===== config.mk =====
export PLATFORM = sky130hd
export DESIGN_NAME = tree_hash_pipe
export DESIGN_NICKNAME = d
export VERILOG_FILES = /design/src/rtl/tree_hash_pipe.sv
export SDC_FILE = /design/constraint.sdc
export NUM_CORES = 1
export LEC_CHECK = 0
export CORE_MARGIN = 2
export CORE_UTILIZATION = 33
export DETAILED_ROUTE_END_ITERATION = 16
export PLACE_DENSITY = 0.61
export SLEW_MARGIN = 20
export SYNTH_ARGS = -nofsm -noshare
export SYNTH_HDL_FRONTEND = slang
export SYNTH_SLANG_ARGS = --single-unit

===== constraint.sdc =====
create_clock -name clk -period 12.6 [get_ports clk]
set_input_delay 1.89 -clock clk [delete_from_list [all_inputs] [get_ports clk]]
set_output_delay 1.89 -clock clk [all_outputs]
set_load 0.01 [all_outputs]

===== src/rtl/tree_hash_pipe.sv =====
// Pipelined XOR-fold hash: zero-pads the input to a power-of-two count of OUT_WIDTH chunks,
// folds chunk pairs one register level at a time, then masks the surviving chunk.
module tree_hash_pipe #(
   parameter int IN_WIDTH  = 40,
   parameter int OUT_WIDTH = 8
) (
   input  logic                 clk,
   input  logic                 rst,
   input  logic                 valid_in_RnnH,
   output logic                 ready_out_RnnH,
   input  logic [IN_WIDTH-1:0]  in_RnnH,
   input  logic [OUT_WIDTH-1:0] mask_RnnH,
   output logic                 valid_out_RnnH,
   input  logic                 ready_in_RnnH,
   output logic [OUT_WIDTH-1:0] out_RnnH
);

   localparam int NRAW   = (IN_WIDTH + OUT_WIDTH - 1) / OUT_WIDTH;
   localparam int LEVELS = $clog2(NRAW);
   localparam int NCHUNK = 1 << LEVELS;
   localparam int PADW   = NCHUNK * OUT_WIDTH;

   logic [PADW-1:0]      data_q [LEVELS+1];
   logic [PADW-1:0]      data_d [LEVELS+1];
   logic [OUT_WIDTH-1:0] mask_q [LEVELS+1];
   logic [OUT_WIDTH-1:0] mask_d [LEVELS+1];
   logic [LEVELS:0]      vld_q;
   logic [LEVELS:0]      vld_d;
   logic                 pipe_en;

   // The whole pipe advances together; it only stalls on an unaccepted result.
   assign pipe_en        = ~vld_q[LEVELS] | ready_in_RnnH;
   assign ready_out_RnnH = pipe_en;

   always_comb begin
      data_d[0]                = '0;
      data_d[0][IN_WIDTH-1:0]  = in_RnnH;
      mask_d[0]                = mask_RnnH;
      vld_d[0]                 = valid_in_RnnH & pipe_en;
      for (int k = 1; k <= LEVELS; k++) begin
         data_d[k] = '0;
         // Level k keeps NCHUNK>>k chunks; chunk i pairs with chunk i+N of the level before.
         for (int i = 0; i < NCHUNK / 2; i++) begin
            if (i < (NCHUNK >> k)) begin
               data_d[k][i*OUT_WIDTH +: OUT_WIDTH] =
                  data_q[k-1][i*OUT_WIDTH +: OUT_WIDTH] ^
                  data_q[k-1][(i + (NCHUNK >> k))*OUT_WIDTH +: OUT_WIDTH];
            end
         end
         mask_d[k] = mask_q[k-1];
         vld_d[k]  = vld_q[k-1];
      end
   end

   always_ff @(posedge clk or posedge rst) begin
      if (rst) begin
         vld_q <= '0;
         for (int k = 0; k <= LEVELS; k++) begin
            data_q[k] <= '0;
            mask_q[k] <= '0;
         end
      end else if (pipe_en) begin
         vld_q <= vld_d;
         for (int k = 0; k <= LEVELS; k++) begin
            data_q[k] <= data_d[k];
            mask_q[k] <= mask_d[k];
         end
      end
   end

   assign valid_out_RnnH = vld_q[LEVELS];
   assign out_RnnH       = data_q[LEVELS][OUT_WIDTH-1:0] & mask_q[LEVELS];

endmodule


# [Word level (Yosys, flattened, before mapping)]
# Cells that the tools add are included.
[op_classes] n_bitwise=8
[ops] operator="$xor A8 B8 Y8" n=4
[ops] operator="$and A8 B8 Y8" n=1
[ops] operator="$and A1 B1 Y1" n=1
[ops] operator="$not A1 Y1" n=1
[ops] operator="$or A1 B1 Y1" n=1
[totals] regBits=132

# [Logic depth before layout (Yosys ltp)]
[depth] depth_word=3 mapped_depth=5 ltp_nobuf=2

# [Worst setup path after synthesis]
# No wires, ideal clock.
[synth_path] path_type="input -> output" from="in ready_in_RnnH" to="out ready_out_RnnH" arrival_time_ns=2.408 setup_slack_ns=8.302 path_stages=4 path_buffers=3 cell_sequence="nand2b_4 > buf_6 > buf_6 > buf_6"
[synth_via] elab_chain_cells=1
[synth_rtl] item="start: declaration" line="14" source="input logic ready_in_RnnH,"
[synth_rtl] item="$or A1 B1 Y1" line="32" source="assign pipe_en = ~vld_q[LEVELS] | ready_in_RnnH;"
[synth_rtl] item="end: declaration" line="10" source="output logic ready_out_RnnH,"
# No other way between the ends.

# [Worst setup path in the final report]
# Same ends and word-level chain as after synthesis.

==> results.txt <==
cell types occupying the most area after synthesis -> sky130_fd_sc_hd__dfrtp_1 (60%), sky130_fd_sc_hd__mux2_4 (18%), sky130_fd_sc_hd__mux2_2 (13%), sky130_fd_sc_hd__xor2_1 (5.1%), sky130_fd_sc_hd__buf_6 (1.8%)
data arrival time of the critical path -> 3.36 ns
count of buffers inserted at the top-level ports -> 61
slowest stage cell on the critical path -> sky130_fd_sc_hd__clkdlybuf4s50_1
run status -> finished, final reports clean
Critical Path Start -> ready_in_RnnH
share of post-route cells with drive strength above 1 -> 0.4129
number of non-filler instances in the completed layout -> 622
Crit Path Category -> in2out
setup repair after global routing missed its margin -> false
starting utilization of the core area -> 0.3352
ant diodes -> 0
Ys Warns -> 0
Total Power -> 1.769 mW
Hold Path End -> vld_q[3]$_DFFE_PP0P_
Logic pwr share -> 0.286
first-pass iteration count of the detailed router -> 4
CTS Root Buffer Type -> sky130_fd_sc_hd__clkbuf_16
# fillers -> 1493
vias post-DR -> 2644
Unique masters post-synth -> 10
longest individual stage delay on the worst path -> 0.63 ns
Hold-fix buffers, CTS -> 0
largest net degree at the start of global routing -> 68
cell area after synthesis -> 0.005519 mm²
reg-to-reg slack, setup -> 10.51 ns
start of the worst register-to-register path -> vld_q[3]$_DFFE_PP0P_
syn_nets -> 373
critical path buffer and inverter count -> 2
Die ar. -> 0.01777 mm²
most prevalent standard cell on the critical path -> sky130_fd_sc_hd__clkdlybuf4s50_1
total routing resource utilization after global routing -> 0.1079
via count of the first global-routing pass -> 2876
Reg2Reg Depth -> 3
Routed WL -> 8531 µm
maxcap violations -> 0
Max FO, Critical Path -> 21
share of flip-flops with an asynchronous set or reset after synthesis -> 1.000
Final ANT Viol Nets -> 0
Hold WC Path Type -> reg2reg
global route overflow -> 0
post-CTS setup repair buffer count -> 0
placeable core area -> 0.01647 mm²
number of antenna violations at the first check in global routing -> 0
final worst path period need -> 5.248 ns
DP Cell Count -> 590
clock latency reported for the late side of the worst-skew pair -> 0.41 ns
TritonCTS Buffers -> 17
Cell Rows -> 47
setup clock skew after layout -> 0.005989 ns
Seq pwr share -> 0.398
timing-limited maximum frequency -> 190.6 MHz
leading cell types by count after synthesis -> sky130_fd_sc_hd__dfrtp_1 (132), sky130_fd_sc_hd__mux2_4 (68), sky130_fd_sc_hd__mux2_2 (63)
area share of the largest cell type after synthesis -> 0.5985
cell class contributing the biggest share of worst-path delay -> buffers and inverters
Leakage Power -> 3.133 nW
cells along the critical path -> clkdlybuf4s50_1 -> nand2b_4 -> clkdlybuf4s50_1
Setup TNS Final -> 0 ns
Net Sw Power -> 0.4428 mW
final setup slack of the worst path -> 7.352 ns
required time of the critical path -> 10.71 ns
Slew @ Worst Pin -> 0.8895 ns
height of the chip -> 133.3 µm
# clock sinks -> 132
number of synthesized flops with an enable pin -> 0
capture point of the worst reg-to-reg path -> mask_d[15]$_DFFE_PP0P_
worst slack at placement -> 7.356 ns
kind of launch point of the worst setup path -> input pin
post-DP HPWL -> 5358 µm
top-count cell post-synth -> sky130_fd_sc_hd__dfrtp_1
smallest hold slack -> 0.4794 ns
TritonCTS clock tree -> yes
multi-input gate area in the final layout -> 0.002081 mm²
number of buffers on the longest clock path -> 2
Synth Instances -> 321
largest vdd supply drop -> 0.0001100 V
setup violation total in the final timing report -> 0
cell type with the highest aggregate area in the netlist -> sky130_fd_sc_hd__dfrtp_1
P&R area growth vs syn -> 26.39%
Final period util -> 0.4165
switching fraction of total power -> 0.2503
dominant synthesized flop cell -> sky130_fd_sc_hd__dfrtp_1
wire length of the first global-routing pass -> 14770 µm
final weighted congestion of routability-driven global placement -> 0.6681
beginning of the worst hold path -> vld_q[2]$_DFFE_PP0P_
per-cell routed wire length -> 13.72 µm
final number of max-transition violations -> 0
clock share of power -> 0.316
number of nets in the layout -> 441
power density relative to cell area -> 253.6 mW/mm²
first-iteration detailed-routing DRC count -> 138
sequential element share of the synthesized area -> 0.5985
Via density -> 4.251
x dimension of the die -> 133.3 µm
post-cts resize count -> 0
count of cells along the worst hold path -> 1
area of all sequential standard cells -> 0.003303 mm²
total count of hold-check failures in the final report -> 0
DRC -> 0
remaining max-slew budget at the tightest pin -> 0.4070
CTS H-tree depth -> 4
cell-internal power -> 1.326 mW
clock input transition at the sequential cells of the worst setup and hold paths -> 0.06 ns
FF+latch count, synth -> 132
Avg Synthesized Cell Area -> 17.19 µm²
Top Ports -> 62
critical path endpoint category -> output port
## layout make-up
cell class                      instances  area share
Tap cell                              220     0.03946
Sequential cell                       132      0.4735
Clock inverter                         12     0.03265
Timing Repair Buffer                   64     0.09076
Inverter                                1    0.001256
Clock buffer                           20     0.06404
Multi-Input combinational cell        173      0.2983
## cells by family after synthesis
family        share of synthesized area
flops                            0.5985
mux                              0.3135
xor+xnor                        0.05078
buf+inv                         0.02448
simple gates                    0.01270
## cells in the final DEF (no fill, tap or decap), drive strengths merged
cell type and n:
clkinv 5, and2 8, bufinv 6, dfrtp 132
inv 1, mux2 131, xor2 32, buf 3
clkinvlp 1, nand2b 2, clkbuf 20, clkdlybuf4s50 61
## power groups by stage
| stage | Combinational, mW | Sequential [mW] | Clock (mW) |
|---|---|---|---|
| after floorplan | 0.433 | 0.681 | 0 |
| after global placement | 0.501 | 0.708 | 0 |
| after detailed placement | 0.514 | 0.714 | 0 |
| after CTS | 0.518 | 0.708 | 0.577 |
| after global routing | 0.552 | 0.731 | 0.594 |
| final | 0.507 | 0.704 | 0.558 |
## layer usage
layer / up-vias / part of all wire / GRT usage
met5: - / 0 / 0
met4: 0 / 0.021 / 0.05674
met3: 15 / 0.042 / 0.03767
met2: 54 / 0.42 / 0.1440
met1: 1325 / 0.51 / 0.1531
li1: 1250 / - / -
## worst reg2reg max path, stage by stage (launching register included)
cell                       delay (ns)
sky130_fd_sc_hd__dfrtp_1         0.40
sky130_fd_sc_hd__nand2b_4        0.32
sky130_fd_sc_hd__buf_4           0.80
sky130_fd_sc_hd__mux2_2          0.45
## how the worst max path moves through the flow
stage	depth (start not counted)	slack, ns	endpoint
2_1_floorplan	1	7.18	data_q[0]$_DFFE_PP0P_
3_3_place_gp	3	7.34	ready_out_RnnH
3_5_place_dp	3	7.36	ready_out_RnnH
4_1_cts	3	7.33	ready_out_RnnH
5_1_grt	3	7.29	ready_out_RnnH
6_report	3	7.35	ready_out_RnnH
## metrics by stage
stage / utilization / area, µm²
after CTS: 0.4236 / 6975
after global routing: 0.4236 / 6975
after global placement: 0.3827 / 6301
after detailed placement: 0.3827 / 6301
final: 0.4236 / 6975
after floorplan: - / 5519
## state kept, by name (all words and copies together) (netlist names)
name	cells
mask_q	8
mask_d	24
data_q	96
vld_q	4
No activity file was read; power rests on OpenSTA's default activity.
